===== src/rtl/pulse_accumulator.sv =====
// Saturating pulse counter with a threshold event and a read port that clears the count on each handshake.
// Define PULSE_ACCUMULATOR_DROP_COUNTER_EN to add dropped_count, which counts pulses discarded while saturated.
module pulse_accumulator #(
  parameter int COUNT_WIDTH = 8
) (
  input  logic                   clock,
  input  logic                   reset,
  input  logic                   pulse_in,
  input  logic [COUNT_WIDTH-1:0] threshold,
  output logic                   read_valid,
  input  logic                   read_ready,
  output logic [COUNT_WIDTH-1:0] read_count,
  output logic                   threshold_pulse,
  output logic                   overflow
`ifdef PULSE_ACCUMULATOR_DROP_COUNTER_EN
  ,
  output logic [COUNT_WIDTH-1:0] dropped_count
`endif
);

  localparam logic [COUNT_WIDTH-1:0] CNT_MAX  = {COUNT_WIDTH{1'b1}};
  localparam logic [COUNT_WIDTH-1:0] CNT_ZERO = '0;

  typedef enum logic [1:0] {
    ST_EMPTY,
    ST_ACCUM,
    ST_SAT
  } state_e;

  logic [COUNT_WIDTH-1:0] count_q, count_d;
  logic                   overflow_q, overflow_d;
  logic                   thr_pulse_q, thr_pulse_d;
  logic                   valid_w;
  logic                   handshake;
  logic                   incremented;
  state_e                 state;

  // The state is a decode of the count register rather than separate flops, so it cannot disagree with the count.
  always_comb begin
    if (count_q == CNT_MAX) begin
      state = ST_SAT;
    end else if (count_q != CNT_ZERO) begin
      state = ST_ACCUM;
    end else begin
      state = ST_EMPTY;
    end
  end

  assign valid_w   = (count_q != CNT_ZERO) | overflow_q;
  assign handshake = valid_w & read_ready;

  always_ff @(posedge clock or posedge reset) begin
    if (reset) begin
      count_q     <= CNT_ZERO;
      overflow_q  <= 1'b0;
      thr_pulse_q <= 1'b0;
    end else begin
      count_q     <= count_d;
      overflow_q  <= overflow_d;
      thr_pulse_q <= thr_pulse_d;
    end
  end

  always_comb begin
    count_d     = count_q;
    overflow_d  = overflow_q;
    incremented = 1'b0;
    if (handshake) begin
      // A pulse that coincides with a read is absorbed as the first event of the next batch.
      count_d     = {{(COUNT_WIDTH-1){1'b0}}, pulse_in};
      overflow_d  = 1'b0;
      incremented = pulse_in;
    end else if (pulse_in) begin
      case (state)
        ST_SAT: overflow_d = 1'b1;
        default: begin
          count_d     = count_q + 1'b1;
          incremented = 1'b1;
        end
      endcase
    end
    thr_pulse_d = incremented && (threshold != CNT_ZERO) && (count_d == threshold);
  end

  always_comb begin
    read_valid      = valid_w;
    read_count      = count_q;
    threshold_pulse = thr_pulse_q;
    overflow        = overflow_q;
  end

`ifdef PULSE_ACCUMULATOR_DROP_COUNTER_EN
  logic [COUNT_WIDTH-1:0] dropped_q, dropped_d;

  always_comb begin
    dropped_d = dropped_q;
    if (handshake) begin
      dropped_d = CNT_ZERO;
    end else if (pulse_in && (state == ST_SAT) && (dropped_q != CNT_MAX)) begin
      dropped_d = dropped_q + 1'b1;
    end
  end

  always_ff @(posedge clock or posedge reset) begin
    if (reset) begin
      dropped_q <= CNT_ZERO;
    end else begin
      dropped_q <= dropped_d;
    end
  end

  assign dropped_count = dropped_q;
`endif

endmodule

===== config.mk =====
export PLATFORM = sky130hd
export DESIGN_NAME = pulse_accumulator
export DESIGN_NICKNAME = d
export VERILOG_FILES = /design/src/rtl/pulse_accumulator.sv
export SDC_FILE = /design/constraint.sdc
export NUM_CORES = 1
export LEC_CHECK = 0
export CAP_MARGIN = 10
export CORE_MARGIN = 2
export CORE_UTILIZATION = 42
export DETAILED_ROUTE_END_ITERATION = 10
export HOLD_SLACK_MARGIN = 0.12
export PLACE_DENSITY = 0.85
export SLEW_MARGIN = 20
export SYNTH_ARGS = -nofsm -noshare
export SYNTH_HDL_FRONTEND = slang
export SYNTH_SLANG_ARGS = --single-unit

===== constraint.sdc =====
create_clock -name clock -period 2.2 [get_ports clock]
set_input_delay 0.33 -clock clock [delete_from_list [all_inputs] [get_ports clock]]
set_output_delay 0.33 -clock clock [all_outputs]
set_load 0.01 [all_outputs]

-- After elaboration in Yosys (flattened, before gate mapping)
Cells that the tools add are included.
W data, S select, Z words.
- output and inout bits: 11
- bits of input ports: 12
- latch bits: 0
- memory bits (read-only): 0
- bits in registers: 10
- memories: 0
- logic and storage cells: 27
- bits in writable memories: 0
- divide/modulo/power cells: 0
- multipliers: 0
- add/sub/neg operators: 1
- equal/unequal tests: 3
- shift-type cells: 0
- reductions and logical operators: 7
- order comparisons: 0
- multiplexer cells: 11
- bitwise logic cells: 2
- operators by type and width (operator ; number):
    $mux W8 ; 3
    $reduce_bool A8 Y1 ; 2
    $add A8 B1 Y8 const B ; 1
    $eq A8 B8 Y1 ; 1
    $eq A8 B8 Y1 const B ; 1
    $mux W1 ; 7
    $reduce_bool A2 Y1 ; 2
    $eq A2 B2 Y1 const B ; 1
    $logic_and A1 B1 Y1 ; 2
    $mux W2 ; 1
    $reduce_and A2 Y1 ; 1
    $and A1 B1 Y1 ; 1
    $or A1 B1 Y1 ; 1

-- Logic depth before layout (Yosys ltp)
- depth after elaboration: 9
- mapped depth: 10
- gate-level depth less buffers: 8

-- Worst setup path before layout
No wires, ideal clock.
- kind: flip-flop to flip-flop
- start: reg count_q[0], in the netlist read_count[0]
- end: reg thr_pulse_q, in the netlist threshold_pulse
- setup slack: -0.113 ns
- setup time: 0.087 ns
- clock period less this slack: 2.313 ns
- buffers on the path: 2
- arrival: 2.227 ns
- cell stages (with the launch flop): 11
- data required time: 2.113 ns
- cell sequence: dfrtp_1 -> clkbuf_1 -> inv_1 -> ha_1 -> or4b_4 -> o21a_1 -> buf_2 -> a21oi_1 -> xnor2_1 -> o2111ai_1 -> a211oi_2
- word-level cells in the longest chain between the ends: 9
- elaborated cells on any way between the ends: 17
- those cells by class: add/sub: 1; eq/ne: 3; mux: 8; bitwise: 2; reduce/logical: 3
- RTL lines (element ; line ; text):
    from (decl) ; 30 ; logic [COUNT_WIDTH-1:0] count_q, count_d;
    from (signal assigned) ; 58 ; count_q <= count_d;
    $reduce_bool A8 Y1 ; 42, 49 ;
    $mux W1 ; 42 ; end else if (count_q != CNT_ZERO) begin
    $mux W2 ; 40 ; if (count_q == CNT_MAX) begin
    $eq A2 B2 Y1 ; 74 ; case (state)
    $mux W8 ; 74 ;
    $mux W8 ; 73 ; end else if (pulse_in) begin
    $mux W8 * ; 68 ; if (handshake) begin
    named net count_d[2] ; 30 ;
    $eq A8 B8 Y1 * ; 82 ; thr_pulse_d = incremented && (threshold != CNT_ZERO) && (count_d == threshold);
    $logic_and A1 B1 Y1 * ; 82 ;
    named net thr_pulse_d ; 32 ; logic thr_pulse_q, thr_pulse_d;
    to (signal assigned) ; 60 ; thr_pulse_q <= thr_pulse_d;
    to (decl) ; 32 ;
Mark *: on every way through the listed nets, which the timed path passes. The rest lies on a longest branch.
A chain may end at the register's enable or synchronous reset.

-- Worst setup path after layout
- start: reg count_q[0], in the netlist read_count[0]
- end: reg thr_pulse_q, in the netlist threshold_pulse
- word-level cells in the longest chain between the ends: 9
- elaborated cells on any way between the ends: 17
- those cells by class: add/sub: 1; eq/ne: 3; mux: 8; bitwise: 2; reduce/logical: 3
- RTL lines (element ; line):
    $reduce_bool A8 Y1 ; 42, 49
    $mux W1 ; 42
    $mux W2 ; 40
    $eq A2 B2 Y1 ; 74
    $mux W8 or $mux W1 (tied branches) ; 74
    $mux W8 or $mux W1 (tied branches) ; 73
    $mux W8 or $mux W1 (tied branches) ; 68
    $eq A8 B8 Y1 or $logic_and A1 B1 Y1 (tied branches) ; 82
    $logic_and A1 B1 Y1 * ; 82
    named net thr_pulse_d ; 32
Marks and branches as above.

==> impl_summary.txt <==
----------------------------------------------------
[Synthesis]
  Syn avg cell area ... 8.48 sq um
  Post-synthesis net count ... 114
  Number of synthesized register bits ... 10
  YS warnings ... 0
  Number of standard cells after synthesis ... 100
  EDFF count, synth ... 0
  Commonest register cell after synthesis ... sky130_fd_sc_hd__dfrtp_1
  Number of distinct standard cells referenced by the synthesized netlist ... 42
  Netlist Area Pre-Place ... 848 sq um
  Proportion of synthesized flip-flops having asynchronous set or reset ... 100%
  Sequential fraction of the synthesis area ... a little under 30%

[Detailed routing]
  Total DRC errors in the routed layout ... 0
  Per-cell via count in the routed design ... 5.67
  Violation count after the first detailed-route iteration ... 30
  Wirelength, routed ... between 2 and 3 mm
  Average wire per standard cell ... between 15 and 20 um
  Total number of vias ... 981
  First-pass iteration count of the detailed router ... 4
  Remaining number of nets flagged by the antenna check after routing ... 0

[Floorplan]
  Number of top-level pins ... 23
  Floorplan die height ... 48.9 um
  Die footprint ... between 2000 and 2500 sq um
  Starting Density ... 43.7%
  Placeable core region ... 1940 sq um
  Die span in x ... 48.9 um
  Number of placement rows ... 16

[Final layout]
  Syn-to-layout area delta ... 56.5%
  Area used by multi-input combinational logic ... 582 sq um
  Final core occ ... 68.4%
  Layout fillers ... 152
  Share of post-route cells with drive strength above 1 ... 28.8%
  Area taken by flip-flops and latches ... ~250 sq um
  Number of antenna diodes ... 0
  Most common cell after layout, fill and taps aside ... sky130_fd_sc_hd__buf_4
  Net count, final ... 161
  Commonest cells after routing, fill and taps aside ... sky130_fd_sc_hd__buf_4, sky130_fd_sc_hd__clkdlybuf4s50_1, sky130_fd_sc_hd__nor2_1, sky130_fd_sc_hd__dfrtp_1
  Post-layout instance area ... approximately 1300 sq um

[CTS]
  Post-CTS clock slew at the launch and capture registers of the worst setup and hold paths ... ~0.080 ns
  Number of clock buffers inserted by TritonCTS ... 3
  TritonCTS clock tree ... built
  Sinks on Clock Net ... 10
  Hold Buf Count CTS ... 0
  Worst-skew pair later-pin latency ... 0.28 ns
  Number of levels the H-tree was split into ... 1
  Max clock buf depth ... 2
  Clock root buffer ... sky130_fd_sc_hd__clkbuf_4

[Global route]
  Met3 Usage GRT ... under 10%
  Global-route track usage on met1 ... a little under a third
  Initial antenna violation count ... 0
  Most Crowded Layer GR ... met2
  Global Route Usage Sum ... 24.2%
  Pin count of the biggest net entering global routing ... 11
  Overflow left after global routing ... 0
  Met2 layer usage reported by global route ... 35.6%
  Vias in the first global route ... 939
  First-pass GRT wire length ... 4.36 mm

[Power and ir drop]
  Cell-internal power ... 568 uW
  Power Density ... 698 nW/um^2
  Share of power burned in the clock network ... between 10% and 20%
  Peak supply drop ... between 0.0005 and 0.0006 V
  Sequential cell fraction of total power ... 24.1%
  Net switching power figure ... roughly 360 uW
  Static leakage power ... 0.000569 uW
  Combinational cell fraction of total power ... between 50 and 60%
  Net Sw Frac ... 38.7%

[Place]
  RePlAce Congestion ... approximately 0.96
  Pre-CTS worst setup slack ... -0.0192 ns
  Post-place instance area ... 1230 sq um
  Total of buffers placed on input and output ports ... 22
  HPWL after DPL ... 1.96 mm

[Critical path]
  Arrival time of the worst setup path ... 2.41 ns
  Start-to-end type of the worst setup path ... reg2reg
  Maximum fanout along the worst path ... 3
  Delay contributed by the slowest stage of the critical path ... ~0.47 ns
  Data required time at the worst endpoint ... 2.40 ns
  Crit path launch type ... register
  Cell type group with the largest total delay on the critical path ... compound AO/OA/AOI/OAI gates
  CP cell instances ... inv_2, ha_1, or4b_4, o21a_1, a32o_2, a2111oi_4, o2111ai_2, a211oi_2
  Nature of the critical path endpoint ... register
  Slowest stage cell, crit path ... sky130_fd_sc_hd__or4b_4
  Total buffers and inverters traversed by the critical path ... 1

[STA]
  Post-Route Hold Slack ... ~0.33 ns
  Number of hold violations in the final report ... 0
  Worst-case headroom to the max-slew limit ... 62.2%
  Slack of the critical path ... -0.00635 ns
  Worst-margin pin slew ... 0.560 ns
  Setup repair after global routing missed its margin ... true
  Sum of negative setup slack ... -0.00635 ns
  Achievable frequency ... between 0.4 and 0.5 GHz
  Layout Skew ... 0.00318 ns
  Final count of negative-setup-slack endpoints ... 1
  Max-slew violation count ... 0
  Time the final worst path needs with I/O delays and setup ... 2.21 ns
  Final critical-path share of the clock period ... 100%

[Status]
  Violations in the final reports ... negative setup slack
  Status ... finished, violations left

[Run]
  Max-cap viol count ... 0

[Worst hold path]
  Worst min path class ... in2async

----------------------------------------------------
[cell type report]
class,instances,share of cell area (%)
Clock buffer,4,2.73
Inverter,6,1.70
Timing Repair Buffer,47,30.3
Sequential cell,10,18.9
Tap cell,27,2.54
Multi-Input combinational cell,79,43.8
[worst paths after layout]
kind	from	endpoint	slack, ns	depth (start not counted)
hold / removal	reset	read_count[1]	0.33	2
hold reg to reg	overflow	overflow	0.53	2
max in group asynchronous	reset	read_count[4]	1.58	2
min in group clock	overflow	overflow	0.53	2
setup / recovery	read_count[0]	threshold_pulse	-0.006	8
setup reg to reg	read_count[0]	threshold_pulse	-0.006	8
[power groups by stage]
stage          clock [uW]  sequential (uW)  combinational [uW]
2_1_floorplan           0              241                 265
6_report              181              223                 522
5_1_grt               195              226                 559
3_5_place_dp            0              226                 472
4_1_cts               178              222                 507
3_3_place_gp            0              225                 462
[cell families after synthesis]
kind of cell,Yosys count,share of synthesized area (%)
simple gates,42,28.0
compound gates,25,22.1
buf+inv,11,6.49
flops,10,29.5
xor+xnor,6,6.19
mux,4,4.72
fa+ha+maj,2,2.95
[stage by stage]
stage | instances | power, uW
after floorplan | 100 | 506
after global placement | 164 | 687
after detailed placement | 164 | 699
after CTS | 171 | 908
after global routing | 173 | 981
final | 173 | 927
[registers in the layout, summed over array words and instances (netlist names)]
signal	count
overflow	1
threshold_pulse	1
read_count	8
[worst register-to-register path, delay by kind of cell, from the launching register on]
| family | cells | cell delay, ns |
|---|---|---|
| compound gates | 5 | 1.04 |
| simple gates | 1 | 0.47 |
| flops | 1 | 0.41 |
| fa+ha+maj | 1 | 0.14 |
| buf+inv | 1 | 0.07 |
[synthesized netlist by cell type, drive strengths merged, types with 2 or more instances]
master,instances,share of area [%]
buf,4,3.4
xnor2,2,2.1
nand4,4,2.9
dfrtp,10,29
or4,2,1.8
a21oi,7,4.1
nand2,3,1.3
xor2,4,4.1
o21ai,6,3.5
and3,2,1.5
nor3,3,1.8
ha,2,2.9
inv,6,2.7
nand3,6,3.5
mux2i,4,4.7
nor2,11,4.9
nand4b,2,2.1
[per-layer routing]
metal  vias up  part of all wire [%]
li1        470                     -
met1       475                    44
met2        29                    49
met3         7                   4.4
met4         0                   2.6
met5         -                     0
[repair_timing]
item	in CTS	in global routing
setup buffers	3	2
resized for setup	5	5
pin swaps	2	0
setup endpoints to repair	2	2
Note: power is estimated with default switching activity, not from simulation.
==> RTL change 1 (same settings) <==
The option `PULSE_ACCUMULATOR_DROP_COUNTER_EN` is turned on by a define.
--- a/src/rtl/pulse_accumulator.sv
+++ b/src/rtl/pulse_accumulator.sv
@@ -2,2 +2,4 @@
 // Define PULSE_ACCUMULATOR_DROP_COUNTER_EN to add dropped_count, which counts pulses discarded while saturated.
+`define PULSE_ACCUMULATOR_DROP_COUNTER_EN
+
 module pulse_accumulator #(
Check against the original RTL (old outputs only; new: dropped_count): equivalent (Yosys induction, for registers that start in step).
==> RTL change 1 against the unedited design <==
The flow now finishes without violations. Sequential cell count grew 8. First-iteration DRC count rose by 57%. Sequential share of layout area up 7.5 points. Combinational power decreased by 16%. Maximum frequency is 4.6% higher. Final area grew 31%. Setup slack better by 0.096 ns. Total power grew 15%. Clock skew grew 0.0029 ns. Synthesized area up 47%. Routed wire length is 29% higher.
==> RTL change 1: results (changes against the unedited design) <==
Logic synthesis:
- The post-synthesis async set-or-reset flop share is 1.000 (unchanged).
- The count of warnings emitted by yosys is 0 (unchanged).
- The fraction of the yosys area taken by sequential cells was 0.3611 (+0.06610).
- By count the netlist is led by sky130_fd_sc_hd__dfrtp_1, sky130_fd_sc_hd__nor2_1, sky130_fd_sc_hd__a21oi_1.
- The netlist area before placement came to 1247 sq um (+47%).
- The net count after synthesis is 146 (+28%).
- In the post-synthesis netlist, the biggest area contributors are sky130_fd_sc_hd__dfrtp_1, sky130_fd_sc_hd__a21oi_1, sky130_fd_sc_hd__buf_6, sky130_fd_sc_hd__nor2_1, sky130_fd_sc_hd__mux2i_1.
- Among all flip-flop cells after synthesis, the most frequent one is sky130_fd_sc_hd__dfrtp_1.
- The number of instances in the synthesized netlist is 131 (+31%).
- The unique cell type count in the Yosys netlist came to 50 (+19%).

GRT:
- The number of global-route vias before repair is 1285 (+37%).
- The wire length of the first global-routing pass is 5623 um (+29%).
- The initial antenna violation count is 0 (unchanged).
- The global-route total usage across every layer was 0.2160 (-0.02553).
- The maximum number of pins on one net before global-route repair is 22 (+11).

CTS:
- The clock insertion delay at the later pin of the skew report is 0.31 ns (+0.03 ns).
- In this run the clock root is driven by a sky130_fd_sc_hd__clkbuf_4.
- The clock transition time at the flip-flop clock pins of the worst setup and hold paths is 0.12 ns (+0.04 ns).
- The maximum buffer depth of the clock tree is 2 (unchanged).
- The number of CTS-inserted buffers is 3 (unchanged).
- The total number of H-tree levels was 1 (unchanged).
- The buffer count from post-CTS setup fixing was 0 (-3).

Finish:
- The proportion of layout cells with a drive suffix above 1 is 0.2273 (-0.06040).
- The count of antenna diodes in the layout is 0 (unchanged).
- The number of nets at the end of the flow came to 192 (+19%).

Min path:
- The class of the most critical hold timing path is in2async.

Pwr:
- The peak supply drop is 0.5365 mV (-0.67%).
- The leakage power summed over all cells is 0.7401 nW (+30%).

Route:
- The total wire length after detailed routing was 3459 um (+29%).
- The number of vias after detailed routing came to 1235 (+26%).
- The number of optimization iterations in the first detailed-route pass came to 4 (unchanged).
- The first-iteration detailed-routing DRC count is 47 (+57%).
- The average wire per cell in the routed design is 16.71 um (+7.4%).

Place:
- The minimum setup slack after placement was -0.2109 ns (-0.1917 ns).
- The final HPWL from detailed placement is 2498 um (+27%).
- The last weighted congestion value of the routability-driven placer is 0.8266 (-14%).
- The count of placed standard cells including taps was 203 (+24%).
- The port buffer count is 30 (+36%).

Critical path:
- The critical path arrival came to 2.36 ns (-0.05 ns).
- On the critical path, the stage with the largest delay is an instance of sky130_fd_sc_hd__dfrtp_1.
- The delay of the slowest cell on the worst path is 0.53 ns (+0.06 ns).
- The largest fanout on the critical path is 6 (+3).
- The depth of the most critical reg-to-reg path is 6 (-2).
- The gate family responsible for the most delay along the worst path is simple AND/OR/NAND/NOR gates.

STA:
- The worst clock skew is 0.006084 ns (+0.002906 ns).
- The slew at the pin with the worst max-slew slack is 0.7122 ns (+0.1518 ns).

Outcome:
- The run finished with clean final reports.
RTL change 1: cell types whose count changed after synthesis, moves of 2 or more:
| cell | change |
|---|---|
| sky130_fd_sc_hd__buf_6 | +3 |
| sky130_fd_sc_hd__nand3_1 | -2 |
| sky130_fd_sc_hd__or3_1 | +2 |
| sky130_fd_sc_hd__buf_2 | -2 |
| sky130_fd_sc_hd__o21ai_1 | +3 |
| sky130_fd_sc_hd__nand2_1 | +5 |
| sky130_fd_sc_hd__o21ai_0 | -2 |
| sky130_fd_sc_hd__nor3_1 | +2 |
| sky130_fd_sc_hd__a21oi_1 | +2 |
| sky130_fd_sc_hd__nand4_2 | +2 |
| sky130_fd_sc_hd__dfrtp_1 | +8 |
RTL change 1: report_power, final:
group / leakage (nW) / switching [W] / internal (W)
clock network: 0.0210 / 0.000121 / 0.000101
registers: 0.240 / 0.0000462 / 0.000357
logic: 0.479 / 0.000215 / 0.000226
RTL change 1: metal layers:
layer	share of wire	track usage	vias up
met4	0.013	0.08970	0
met3	0.060	0.05714	8
met5	0	0	-
met2	0.54	0.3981	56
li1	-	-	581
met1	0.39	0.2306	590
RTL change 1: stage by stage:
stage	util	hold WS [ns]	power, W	area, sq um
after CTS	0.6122	0.4505	0.001046	1703
final	0.6239	0.4212	0.001066	1735
after global routing	0.6239	0.4687	0.001120	1735
after global placement	0.5960	0.5447	0.0008070	1658
after floorplan	-	0.2686	0.0006380	1247
after detailed placement	0.5960	0.5632	0.0008180	1658
RTL change 1: layout make-up:
cell class	instances	area (sq um)
Fill cell	241	1046
Tap cell	31	38.79
Inverter	5	18.77
Timing Repair Buffer	46	429.2
Sequential cell	18	456.7
Clock buffer	4	36.28
Multi-Input combinational cell	103	755.7
RTL change 1: cell families (layout without fill, tap and decap cells):
group | after synthesis | after routing | synth area share
mux | 4 | 4 | 0.03210
simple gates | 59 | 59 | 0.2989
fa+ha+maj | 3 | 3 | 0.03009
compound gates | 30 | 30 | 0.1745
xor+xnor | 7 | 7 | 0.04915
flops | 18 | 18 | 0.3611
buf+inv | 10 | 55 | 0.05416
RTL change 1: final timing paths:
path	endpoint	from	slack [ns]
setup reg to reg	threshold_pulse$_DFF_PP0_	read_count[6]$_DFF_PP0_	0.09
min in group clock	dropped_count[6]$_DFFE_PP0P_	dropped_count[6]$_DFFE_PP0P_	0.58
hold reg to reg	dropped_count[6]$_DFFE_PP0P_	dropped_count[6]$_DFFE_PP0P_	0.58
hold / removal	read_count[2]$_DFF_PP0_	reset	0.42
setup / recovery	threshold_pulse$_DFF_PP0_	read_count[6]$_DFF_PP0_	0.09
max in group asynchronous	read_count[4]$_DFF_PP0_	reset	1.28
RTL change 1: repair_timing:
action	4_1_cts	5_1_grt
endpoints found under the setup margin	1	4
cloned	0	0
resized for setup	1	11
pin swaps	0	2
==> RTL change 2 (config.mk and constraints unchanged) <==
Without the edit above. Register the output `read_count`, cleared by the reset; this adds one clock of latency there. The other outputs are not delayed to match.
--- a/src/rtl/pulse_accumulator.sv
+++ b/src/rtl/pulse_accumulator.sv
@@ -28,2 +28,4 @@
   } state_e;
+
+  logic [COUNT_WIDTH-1:0] read_count_d;
 
@@ -86,3 +88,3 @@
     read_valid      = valid_w;
-    read_count      = count_q;
+    read_count_d    = count_q;
     threshold_pulse = thr_pulse_q;
@@ -114,2 +116,10 @@
 
+  always_ff @(posedge clock or posedge reset) begin
+    if (reset) begin
+      read_count <= '0;
+    end else begin
+      read_count <= read_count_d;
+    end
+  end
+
 endmodule
Formal check against the unedited RTL: not equivalent (a bounded check fails within 4 cycles, from zero or initial values and one cycle with reset high).
==> RTL change 2 against the unedited design <==
Highest routed layer unchanged. First-iteration DRC count is 30% higher. Clock skew is 0.00055 ns higher. Sequential power increased by 78%. Critical path type unchanged. Total power grew 29%. Clock power decreased by 13%. Setup slack got worse by 0.069 ns. The run still ends with setup timing left. Synthesized area increased by 24%. Combinational power up 23%. Final area up 17%. Maximum frequency fell by 3.0%. Sequential cell count increased by 8. Routed wire length grew 11%. Die area is 22% higher.
==> RTL change 2: results (changes against the unedited design) <==
Outcome:
- The flow ran to the end, but the final reports show violations.
- The checks that failed: setup timing.

Place:
- The last weighted congestion value of the routability-driven placer is 0.8836 (-7.6%).
- The final HPWL from detailed placement is 1985 um (+1.3%).
- The count of placed standard cells including taps is 172 (+4.9%).

Critical path:
- The depth of the most critical reg-to-reg path was 8 (unchanged).
- The startpoint of the worst setup timing path is count_q[0]$_DFF_PP0_.
- The worst reg2reg path endpoint is threshold_pulse$_DFF_PP0_.
- The delay of the slowest cell on the worst path came to 0.49 ns (+0.02 ns).

GRT:
- The number of global-route vias before repair came to 1076 (+15%).
- The maximum number of pins on one net before global-route repair is 19 (+8).
- The global-route total usage across every layer is 0.2408 (-0.0007416).
- The wire length of the first global-routing pass came to 4830 um (+11%).

Pwr:
- The leakage power summed over all cells is 0.6887 nW (+21%).
- The peak supply drop is 0.6508 mV (+21%).

Logic synthesis:
- The unique cell type count in the Yosys netlist was 42 (unchanged).
- The fraction of the yosys area taken by sequential cells is 0.4296 (+0.1346).
- The complex-gate fraction of the synthesized area was 0.1790 (-0.04224).
- The multiplexer fraction of the synthesized cell area is 0.03819 (-0.009011).
- The fraction of the mapped netlist area in adder cells is 0.02387 (-0.005632).
- The net count after synthesis is 122 (+7.0%).
- The post-synthesis average cell area was 9.708 sq um (+14%).
- The xor-xnor portion of the synthesized cell area is 0.05012 (-0.01183).
- The commonest cells after synthesis are sky130_fd_sc_hd__dfrtp_1, sky130_fd_sc_hd__nor2_1, sky130_fd_sc_hd__a21oi_1.
- After synthesis, the cell types taking the most area are sky130_fd_sc_hd__dfrtp_1, sky130_fd_sc_hd__nor2_1, sky130_fd_sc_hd__mux2i_1, sky130_fd_sc_hd__a21oi_1, sky130_fd_sc_hd__xor2_1.

Route:
- The total met2 wirelength after detailed routing is 1577 um (+20%).
- The wire length on met3 is 194 um (+64%).
- The length of routed wiring on met1 is 1118 um (-5.7%).
- The number of vias after detailed routing was 1083 (+10%).
- The average vias per placed instance is 5.854 (+3.2%).
- The first-iteration detailed-routing DRC count is 39 (+30%).
- The average wire per cell in the routed design is 16.16 um (+3.9%).
- The number of optimization iterations in the first detailed-route pass is 4 (unchanged).

CTS:
- TritonCTS built the clock tree.
- Clock latency on the worst-skew pair, taken at its later pin, is around 0.29 ns.
- The CTS root buffer is sky130_fd_sc_hd__clkbuf_4.

STA:
- The slew at the pin with the worst max-slew slack is 0.7015 ns (+0.1412 ns).
- The worst path setup slack after routing is -0.07513 ns (-0.06878 ns).
- The worst clock skew came to 0.003725 ns (+0.0005471 ns).
- The accumulated negative setup slack is -0.07513 ns (-0.06878 ns).
- The count of final setup violators is 1 (unchanged).

Finish:
- The number of nets at the end of the flow is 171 (+6.2%).
- The proportion of layout cells with a drive suffix above 1 came to 0.2903 (+0.002651).
-- RTL change 2: logic make-up after synthesis --
logic type | after synthesis
adder cells (fa/ha/maj) | 2
AO/OA/AOI/OAI | 25
XOR/XNOR | 6
flip-flops | 18
buffers and inverters | 11
AND/OR/NAND/NOR | 42
multiplexers | 4
-- RTL change 2: how the worst min path moves through the flow --
stage / start / endpoint / slack, ns
after floorplan: reset / count_q[0]$_DFF_PP0_ / 0.27
after global placement: count_q[6]$_DFF_PP0_ / read_count[6]$_DFF_PP0_ / 0.48
after detailed placement: count_q[6]$_DFF_PP0_ / read_count[6]$_DFF_PP0_ / 0.49
after CTS: reset / count_q[4]$_DFF_PP0_ / 0.46
after global routing: reset / count_q[4]$_DFF_PP0_ / 0.50
final: reset / count_q[4]$_DFF_PP0_ / 0.44
-- RTL change 2: per-layer routing --
metal	GRT usage	vias up
li1	-	499
met1	0.2704	513
met2	0.4390	59
met3	0.03056	12
met4	0.1239	0
met5	0	-
-- RTL change 2: through the flow --
stage	hold WS (ns)	total power [W]	setup slack [ns]	instance area (sq um)	util
detailed placement	0.4889	0.0008845	-0.08140	1418	0.5883
global route	0.4995	0.001258	-0.1543	1550	0.6433
finish	0.4445	0.001197	-0.07513	1550	0.6433
global placement	0.4804	0.0008691	-0.02752	1418	0.5883
floorplan	0.2686	0.0006687	0.006835	1054	-
CTS	0.4597	0.001141	-0.04351	1538	0.6381
-- RTL change 2: final cells by class --
| type | count | area (sq um) |
|---|---|---|
| fill | 194 | 859.6 |
| multi-input combinational | 79 | 586.8 |
| sequential | 18 | 450.4 |
| timing repair buffer | 49 | 430.4 |
| tap | 30 | 37.54 |
| clock buffer | 3 | 22.52 |
| inverter | 6 | 22.52 |
-- RTL change 2: worst reg2reg max path: cells and delay by family, from the launching register on --
kind,cells,cell delay [ns]
DFF,1,0.39
adders and majority gates,1,0.13
AOI/OAI and AO/OA,5,1.09
and+or+nand+nor,1,0.49
buffers and inverters,1,0.09
-- RTL change 2: what timing repair did --
action | 4_1_cts | 5_1_grt
hold buffers | 0 | 0
resized for setup | 10 | 7
endpoints found under the setup margin | 2 | 2
buffers inserted | 10 | 0
-- RTL change 2: power breakdown --
part	switching, W	internal (W)	total, W
sequential	0.0000198	0.000378	0.000397
combinational	0.000305	0.000337	0.000642
clock	0.0000945	0.0000637	0.000158
total	0.000419	0.000778	0.00120
